$ cat config.mk
export PLATFORM = sky130hd
export DESIGN_NAME = uart8_flow_tx
export DESIGN_NICKNAME = d
export VERILOG_FILES = /design/src/rtl/uart8_flow_tx.sv
export SDC_FILE = /design/constraint.sdc
export NUM_CORES = 1
export LEC_CHECK = 0
export CAP_MARGIN = 10
export CORE_MARGIN = 3
export CORE_UTILIZATION = 33
export CTS_BUF_LIST = sky130_fd_sc_hd__clkbuf_2 sky130_fd_sc_hd__clkbuf_4 sky130_fd_sc_hd__clkbuf_8
export DETAILED_ROUTE_END_ITERATION = 8
export PLACE_DENSITY = 0.59
export SKIP_LAST_GASP = 1
export SYNTH_ARGS = -nofsm -noshare
export SYNTH_HDL_FRONTEND = slang
export SYNTH_SLANG_ARGS = --single-unit
$ cat constraint.sdc
create_clock -name clk -period 2.9 [get_ports clk]
set_input_delay 0.29 -clock clk [delete_from_list [all_inputs] [get_ports clk]]
set_output_delay 0.29 -clock clk [all_outputs]
set_load 0.01 [all_outputs]
$ cat src/rtl/uart8_flow_tx.sv
// 8N1 UART transmitter with an internal byte FIFO, active-low CTS flow control
// and a built-in baud divider; CTS and en only gate the launch of new frames.
module uart8_flow_tx #(
  parameter int CLOCK_RATE = 100000000,
  parameter int BAUD_RATE  = 9600,
  parameter int FIFO_DEPTH = 8,
  parameter int STOP_BITS  = 1
) (
  input  logic                          clk,
  input  logic                          rst_n,
  input  logic                          en,
  input  logic [7:0]                    in_data,
  input  logic                          in_valid,
  output logic                          in_ready,
  input  logic                          CTS,
  output logic                          TXD,
  output logic                          busy,
  output logic                          done,
  output logic [$clog2(FIFO_DEPTH):0]   fifo_count,
  output logic                          isFifoEmpty,
  output logic                          isFifoFull
);

  localparam int DIVISOR = CLOCK_RATE / BAUD_RATE;
  localparam int CNT_W   = $clog2(DIVISOR);
  localparam int PTR_W   = $clog2(FIFO_DEPTH);

  localparam logic [CNT_W-1:0] BAUD_LAST = CNT_W'(DIVISOR - 1);
  localparam logic [CNT_W-1:0] BAUD_ONE  = CNT_W'(1);
  localparam logic [PTR_W:0]   CNT_FULL  = (PTR_W + 1)'(FIFO_DEPTH);
  localparam logic [PTR_W:0]   CNT_ONE   = (PTR_W + 1)'(1);
  localparam logic [PTR_W-1:0] PTR_ONE   = PTR_W'(1);

  typedef enum logic [1:0] {IDLE, START, DATA, STOP} state_t;

  state_t           state, state_n;
  logic [CNT_W-1:0] baud_cnt, baud_cnt_n;
  logic [2:0]       bit_idx, bit_idx_n;
  logic             stop_idx, stop_idx_n;
  logic [7:0]       shreg, shreg_n;

  logic             cts_meta, cts_s;
  logic [7:0]       mem [FIFO_DEPTH];
  logic [PTR_W-1:0] wr_ptr, rd_ptr;
  logic [PTR_W:0]   count;
  logic             push, pop, launch, baud_last, stop_last;

  // CTS is asynchronous to clk; both flops reset to "not clear"
  always_ff @(posedge clk or negedge rst_n) begin
    if (!rst_n) begin
      cts_meta <= 1'b1;
      cts_s    <= 1'b1;
    end else begin
      cts_meta <= CTS;
      cts_s    <= cts_meta;
    end
  end

  assign isFifoEmpty = (count == '0);
  assign isFifoFull  = (count == CNT_FULL);
  assign in_ready    = !isFifoFull;
  assign fifo_count  = count;
  assign push        = in_valid && in_ready;
  assign launch      = !isFifoEmpty && en && !cts_s;

  always_ff @(posedge clk) begin
    if (push) mem[wr_ptr] <= in_data;
  end

  // Occupancy is tracked separately from the wrapping pointers
  always_ff @(posedge clk or negedge rst_n) begin
    if (!rst_n) begin
      wr_ptr <= '0;
      rd_ptr <= '0;
      count  <= '0;
    end else begin
      if (push) wr_ptr <= wr_ptr + PTR_ONE;
      if (pop)  rd_ptr <= rd_ptr + PTR_ONE;
      case ({push, pop})
        2'b10:   count <= count + CNT_ONE;
        2'b01:   count <= count - CNT_ONE;
        default: count <= count;
      endcase
    end
  end

  always_ff @(posedge clk or negedge rst_n) begin
    if (!rst_n) begin
      state    <= IDLE;
      baud_cnt <= '0;
      bit_idx  <= '0;
      stop_idx <= 1'b0;
      shreg    <= '0;
    end else begin
      state    <= state_n;
      baud_cnt <= baud_cnt_n;
      bit_idx  <= bit_idx_n;
      stop_idx <= stop_idx_n;
      shreg    <= shreg_n;
    end
  end

  assign baud_last = (baud_cnt == BAUD_LAST);
  assign stop_last = (STOP_BITS == 2) ? stop_idx : 1'b1;

  // Baud counter restarts on every state entry, so each bit lasts DIVISOR cycles
  always_comb begin
    state_n    = state;
    baud_cnt_n = baud_cnt;
    bit_idx_n  = bit_idx;
    stop_idx_n = stop_idx;
    shreg_n    = shreg;
    pop        = 1'b0;
    done       = 1'b0;
    unique case (state)
      IDLE: begin
        baud_cnt_n = '0;
        if (launch) begin
          pop     = 1'b1;
          shreg_n = mem[rd_ptr];
          state_n = START;
        end
      end
      START: begin
        if (baud_last) begin
          baud_cnt_n = '0;
          bit_idx_n  = '0;
          state_n    = DATA;
        end else begin
          baud_cnt_n = baud_cnt + BAUD_ONE;
        end
      end
      DATA: begin
        if (baud_last) begin
          baud_cnt_n = '0;
          shreg_n    = {1'b0, shreg[7:1]};
          if (bit_idx == 3'd7) begin
            stop_idx_n = 1'b0;
            state_n    = STOP;
          end else begin
            bit_idx_n = bit_idx + 3'd1;
          end
        end else begin
          baud_cnt_n = baud_cnt + BAUD_ONE;
        end
      end
      STOP: begin
        if (baud_last) begin
          baud_cnt_n = '0;
          if (stop_last) begin
            done = 1'b1;
            // Chain straight into the next frame when one is ready
            if (launch) begin
              pop     = 1'b1;
              shreg_n = mem[rd_ptr];
              state_n = START;
            end else begin
              state_n = IDLE;
            end
          end else begin
            stop_idx_n = 1'b1;
          end
        end else begin
          baud_cnt_n = baud_cnt + BAUD_ONE;
        end
      end
      default: state_n = IDLE;
    endcase
  end

  always_comb begin
    TXD  = 1'b1;
    busy = 1'b1;
    unique case (state)
      IDLE:    busy = 1'b0;
      START:   TXD  = 1'b0;
      DATA:    TXD  = shreg[0];
      STOP:    TXD  = 1'b1;
      default: busy = 1'b0;
    endcase
  end

endmodule

==> results.sh, run 1 <==
export IMPL_status="complete, no violations"
export IMPL_cts_root_buf="clkbuf_8"
export IMPL_cts_path_max_buffers=2
export IMPL_grt_use_total_pct=12.7
export IMPL_switching_share_pct=28.7
export IMPL_startpoint_type="flip-flop"
export IMPL_worstPathRequired_ps=3200
export IMPL_report_final_slew_viol_count=0
export IMPL_gp_congestion=0.820
export IMPL_arrival_ps=2970
export IMPL_combPwrFrac_pct=16.9
export IMPL_vias=2786
export IMPL_htree_levels=3
export IMPL_grt_pass1_vias=2881
export IMPL_ctsHoldBuffers=0
export IMPL_slew_headroom_pct=37.0
export IMPL_maxCapViolations=0
export IMPL_cts_sinks=103
export IMPL_ys_seq_area_share_pct=60.8
export IMPL_drt_iter0_drc=167
export IMPL_layout_setup_ws_ps=226
export IMPL_grt_max_degree=40
export IMPL_worst_slew_pin_slew_ps=945
export IMPL_antenna_found_initial=0
export IMPL_crit_start="baud_cnt[0]"
export IMPL_crit_slowest_cell="dfrtp_1"
export IMPL_most_common_layout_cells="64 x edfxtp_1, 37 x dfrtp_1, 33 x mux2i_1"
export IMPL_dp_hpwl_mm=6.43
export IMPL_drc=0
export IMPL_yosysWarnings=0
export IMPL_numCtsBuffers=9
export IMPL_final_cells=574
export IMPL_syn_nets=377
export IMPL_area_growth_syn_to_layout_pct=15.6
export IMPL_fin_crit_ps=2670
export IMPL_cts_tree="built"
export IMPL_routed_via_density=4.85
export IMPL_cp_cell_sequence="ha_1 > and4_1 > and4_2 > and2_4 > o21a_1 > ha_2 > ha_1 > a21o_1 > a21oi_2 > mux2i_1 > xnor2_1"
export IMPL_place_ws_ps=165
export IMPL_wire_per_inst_um=16.8
export IMPL_io_pin_count=23
export IMPL_synth_avg_cell_area_sq_um=13.7
export IMPL_end_kind="flip-flop"
export IMPL_synth_edf_count=64
export IMPL_layout_drive_gt1_share_pct=15.7
export IMPL_setup_viol=0
export IMPL_core_area_sq_mm=0.0140
export IMPL_fin_nets=417
export IMPL_skew_ps=16.7
export IMPL_p_leak_nw=2.32
export IMPL_cp_max_fo=4
export IMPL_powerDensity_mw_per_mm2=599
export IMPL_async_reset_ff_share_pct=37.9
export IMPL_initial_core_util_pct=34.1
export IMPL_multi_input_area_sq_mm=0.00175
export IMPL_clock_power_share_pct=27.1
export IMPL_hp_class="input port to asynchronous set/reset pin"
export IMPL_setup_tns_ps=0
export IMPL_synthCells=349
export IMPL_power_total_mw=3.30
export IMPL_n_antenna_cell=0
export IMPL_regToRegStartpoint="baud_cnt[0]"
export IMPL_place_inst=556
export IMPL_cts_clk_slew_worst_paths_ps=110
export IMPL_crit_top_cell="ha_1"
export IMPL_hold_violations=0
export IMPL_worstSetupPathType="flip-flop to flip-flop"
export IMPL_synth_main_ff_cell="edfxtp_1"
export IMPL_row_count=43
export IMPL_vdd_ir_drop_max_v=0.000201
export IMPL_fillers=1311
export IMPL_regArea_sq_mm=0.00290
export IMPL_synth_distinct_cells=50
export IMPL_clock_fmax_ghz=0.374
export IMPL_gr_total_overflow=0
export IMPL_netlist_area_sq_mm=0.00477
export IMPL_rsz0062_at_grt="false"
export IMPL_synth_seq_cells=103
export IMPL_clkLatencyLatePin_ps=390
export IMPL_die_area_sq_mm=0.0159
export IMPL_finalCritPeriodShare_pct=92.2
export IMPL_switching_power_uw=949
export IMPL_max_stage_delay_ps=410
export IMPL_p_seq_share_pct=56.0
export IMPL_routed_wl_mm=9.62
export IMPL_grt_pass1_wl_mm=15.7
export IMPL_drtAntennaViolNets=0
export IMPL_io_buffers=22
export IMPL_p_int_mw=2.35
export IMPL_final_common_cell="edfxtp_1"
export IMPL_die_w_um=126
export IMPL_fp_dieH_um=126
export IMPL_first_pass_iters=4
kinds of logic after synthesis:
family          after synthesis  synth area share, %
flops                       103                 60.8
fa+ha+maj                    15                 4.09
buf+inv                      30                 2.70
compound gates               46                 7.71
mux                          45                 10.9
xor+xnor                     17                 3.12
simple gates                 93                 10.8
flip-flops by register name, indices dropped and copies added (netlist names):
register / cells
cts_meta: 1
mem: 64
wr_ptr: 3
state: 2
shreg: 8
baud_cnt: 14
bit_idx: 3
rd_ptr: 3
fifo_count: 4
cts_s: 1
cell usage after synthesis, types with 2 or more instances:
library cell / number / area share (%)
edfxtp_1: 64 / 40
dfrtp_1: 37 / 19
mux2i_1: 33 / 6.9
nand2_1: 21 / 1.7
nor2_1: 20 / 1.6
a22o_1: 17 / 3.1
inv_1: 15 / 1.2
ha_1: 14 / 3.7
xnor2_1: 10 / 1.8
clkbuf_1: 9 / 0.71
nor3_1: 9 / 0.94
mux2_4: 8 / 2.5
nand4_1: 8 / 1.0
o31ai_1: 8 / 1.3
nor2b_1: 7 / 0.92
xor2_1: 7 / 1.3
nand2b_1: 6 / 0.79
o21ai_0: 6 / 0.63
and2_1: 4 / 0.52
buf_2: 4 / 0.42
nand3_1: 4 / 0.42
a21oi_1: 3 / 0.31
and4_1: 3 / 0.55
a211oi_1: 2 / 0.31
dfstp_2: 2 / 1.1
mux2_2: 2 / 0.47
mux4_2: 2 / 0.94
nor4_1: 2 / 0.26
power groups by stage:
stage / clock network (mW) / registers, mW / logic [mW]
floorplan: 0 / 1.88 / 0.269
global placement: 0 / 1.87 / 0.551
detailed placement: 0 / 1.88 / 0.567
CTS: 0.932 / 1.85 / 0.568
global route: 0.978 / 1.87 / 0.629
finish: 0.896 / 1.85 / 0.558
critical path: cells and delay by family, from the launching register on:
| kind | cells | cell delay, ps |
|---|---|---|
| adders and majority gates | 3 | 700 |
| and+or+nand+nor | 3 | 620 |
| AOI/OAI and AO/OA | 3 | 510 |
| DFF | 1 | 410 |
| muxes | 1 | 220 |
| xor gates and xnor gates | 1 | 140 |
what timing repair did:
| item | 4_1_cts | 5_1_grt |
|---|---|---|
| setup endpoints to repair | 0 | 1 |
| resized for setup | 0 | 2 |
| buffers inserted | 0 | 2 |
per-layer routing:
layer	share of wire (%)	track usage [%]	up-vias
met5	0	0	-
met4	2.2	5.55	0
met3	3.3	2.16	14
met2	47	20.1	46
met1	47	17.2	1361
li1	-	-	1365
per-stage QoR:
step	hold slack [ps]	instance area [sq um]	util (%)
2_1_floorplan	-5.59	4780	-
3_3_place_gp	366	5310	37.9
3_5_place_dp	368	5310	37.9
4_1_cts	60.7	5490	39.3
5_1_grt	98.8	5520	39.4
6_report	38.3	5520	39.4
cell type report:
type	count	share of cell area [%]
clock inverters	6	1.04
well taps	180	4.08
inverters	15	1.02
repair buffers	44	7.12
clock buffers	10	2.38
multi-input cells	216	31.8
flip-flops and latches	103	52.6
path summary, 6_finish.rpt:
| check | slack, ps | cells after the start | to |
|---|---|---|---|
| max | 230 | 11 | fifo_count[3] |
| min | 40 | 1 | shreg[5] |
| max reg2reg | 230 | 11 | fifo_count[3] |
| min reg2reg | 370 | 0 | cts_s |
| max in group asynchronous | 2270 | 1 | rd_ptr[1] |
| min in group clk | 310 | 1 | cts_meta |
Power figures use the tool's default switching activity.
==> inputs of run 2 (changes only) <==
Settings changed: CORE_MARGIN 3 to default, CORE_UTILIZATION 33 to 56, PLACE_DENSITY 0.59 to 0.86.
==> run 2 against run 1 <==
Fmax is 2.7% lower. Clock power is 0.8% higher. First-iteration DRC count is 16% lower. Critical path depth is 1 lower. Sequential share of layout area up 0.98 points. Non-clock buffer count is 5 lower. Setup slack got worse by 73 ps. Clock skew rose by 2.3 ps. Power shrank 0.34%. Cell count fell by 14%. Largest power group unchanged.
==> results.sh, run 2 (synthesized netlist as in run 1, its figures left out) <==
export IMPL_cts_root_buf="clkbuf_8"
export IMPL_largest_reg_flops=64
export IMPL_layout_drive_gt1_share_pct=14.7
export IMPL_final_common_cell="edfxtp_1"
export IMPL_htree_levels=3
export IMPL_finalCritPeriodShare_pct=94.7
export IMPL_grt_pass1_wl_mm=14.3
export IMPL_numCtsBuffers=9
export IMPL_fp_dieH_um=94.3
export IMPL_fin_crit_ps=2750
export IMPL_end_kind="flip-flop"
export IMPL_rsz0062_at_grt="false"
export IMPL_fin_util_pct=65.9
export IMPL_die_area_sq_mm=0.00889
export IMPL_routed_wl_mm=9.01
export IMPL_gr_total_overflow=0
export IMPL_maxCapViolations=0
export IMPL_io_pin_count=23
export IMPL_regMostFlops="mem"
export IMPL_routed_via_density=5.82
export IMPL_power_total_mw=3.29
export IMPL_drtAntennaViolNets=0
export IMPL_cts_clk_slew_worst_paths_ps=110
export IMPL_vias=2877
export IMPL_placed_area_sq_mm=0.00517
export IMPL_worstPathRequired_ps=3190
export IMPL_cp_max_fo=7
export IMPL_drt_iter0_drc=141
export IMPL_setup_viol=0
export IMPL_grt_pass1_vias=2911
export IMPL_skew_ps=19.0
export IMPL_die_w_um=94.3
export IMPL_core_area_sq_mm=0.00822
export IMPL_status="complete, no violations"
export IMPL_max_stage_delay_ps=640
export IMPL_area_growth_syn_to_layout_pct=13.5
export IMPL_cts_sinks=103
export IMPL_cp_cell_sequence="or4_1 > inv_1 > nor3_4 > o21a_1 > ha_2 > ha_1 > a21o_1 > a21oi_2 > mux2i_1 > xnor2_1"
export IMPL_startpoint_type="flip-flop"
export IMPL_stdcell_area_sq_mm=0.00541
export IMPL_initial_core_util_pct=58.1
export IMPL_ctsHoldBuffers=0
export IMPL_clock_fmax_ghz=0.364
export IMPL_grt_use_total_pct=22.0
export IMPL_arrival_ps=3030
export IMPL_setup_tns_ps=0
export IMPL_cts_tree="built"
export IMPL_worst_slew_pin_slew_ps=881
export IMPL_io_buffers=22
export IMPL_first_pass_iters=4
export IMPL_drc=0
export IMPL_vdd_ir_drop_max_v=0.000420
export IMPL_path_buf_inv=1
export IMPL_grt_max_degree=40
export IMPL_n_antenna_cell=0
export IMPL_cts_path_max_buffers=2
export IMPL_p_leak_nw=2.29
export IMPL_crit_slowest_cell="or4_1"
export IMPL_rrSetupSlack_ps=150
export IMPL_antenna_found_initial=0
export IMPL_reg_largest_list="mem (64), baud_cnt (14), shreg (8)"
export IMPL_cp_top_family="simple AND/OR/NAND/NOR gates"
export IMPL_slew_headroom_pct=41.3
export IMPL_fin_nets=412
export IMPL_wire_per_inst_um=18.2
export IMPL_hold_violations=0
export IMPL_powerDensity_mw_per_mm2=608
export IMPL_gp_congestion=0.791
export IMPL_row_count=33
export IMPL_dp_hpwl_mm=6.04
export IMPL_hp_class="input port to asynchronous set/reset pin"
export IMPL_report_final_slew_viol_count=0
export IMPL_worstSetupPathType="flip-flop to flip-flop"
export IMPL_clkLatencyLatePin_ps=380
export IMPL_most_common_layout_cells="64 x edfxtp_1, 37 x dfrtp_1, 33 x mux2i_1"
-- run 2: cell count changes in the layout (fill, tap and decap cells not counted) --
cell        before  now
inv_8            2    0
nor3_2           1    0
clkinvlp_4       0    2
inv_6            4    1
clkbuf_4         1    0
nor3_4           0    1
clkinv_8         0    4
buf_4           21   16
-- run 2: final timing paths --
path	from	endpoint	cells past startpoint
max	fifo_count[0]	fifo_count[3]	10
min	rst_n	baud_cnt[11]	1
max reg2reg	fifo_count[0]	fifo_count[3]	10
min reg2reg	cts_meta	cts_s	0
max in group asynchronous	rst_n	baud_cnt[8]	1
min in group clk	CTS	cts_meta	1
-- run 2: timing repair --
item / 4_1_cts / 5_1_grt
setup endpoints to repair: 0 / 1
gates resized for setup: 0 / 3
buffers inserted: 0 / 2
-- run 2: power by group --
group | internal (mW) | switching, mW | total, mW
Clock | 0.344 | 0.559 | 0.903
Combinational | 0.243 | 0.287 | 0.530
Sequential | 1.75 | 0.106 | 1.86
-- run 2: worst reg2reg max path, delay by kind of cell (launching register included) --
family / cells / cell delay (ps)
buf+inv: 1 / 170
fa+ha+maj: 2 / 470
xor+xnor: 1 / 140
mux: 1 / 240
simple gates: 2 / 730
compound gates: 3 / 450
flops: 1 / 460
-- run 2: cell type report --
type | instances | area [sq um]
Sequential cell | 103 | 2900
Fill cell | 556 | 2800
Multi-Input combinational cell | 216 | 1760
Timing Repair Buffer | 39 | 355
Tap cell | 105 | 131
Clock buffer | 9 | 124
Clock inverter | 7 | 88.8
Inverter | 15 | 56.3
-- run 2: metrics by stage --
step                setup slack [ps]  cells  hold slack [ps]
CTS                             21.4    492             48.6
global route                    45.6    494             81.7
global placement                 195    476              347
finish                           153    494             21.5
floorplan                       6.79    349            -5.59
detailed placement               105    476              353
-- run 2: routing by layer --
metal  part of all wire [%]  vias up  wire (um)  global-route usage, %
met3                    3.7       11        336                   5.34
met1                     43     1443       3900                   27.3
met5                      0        -          0                      0
met4                    1.5        0        137                   7.95
met2                     51       64       4630                   37.4
li1                       -     1359          -                      -
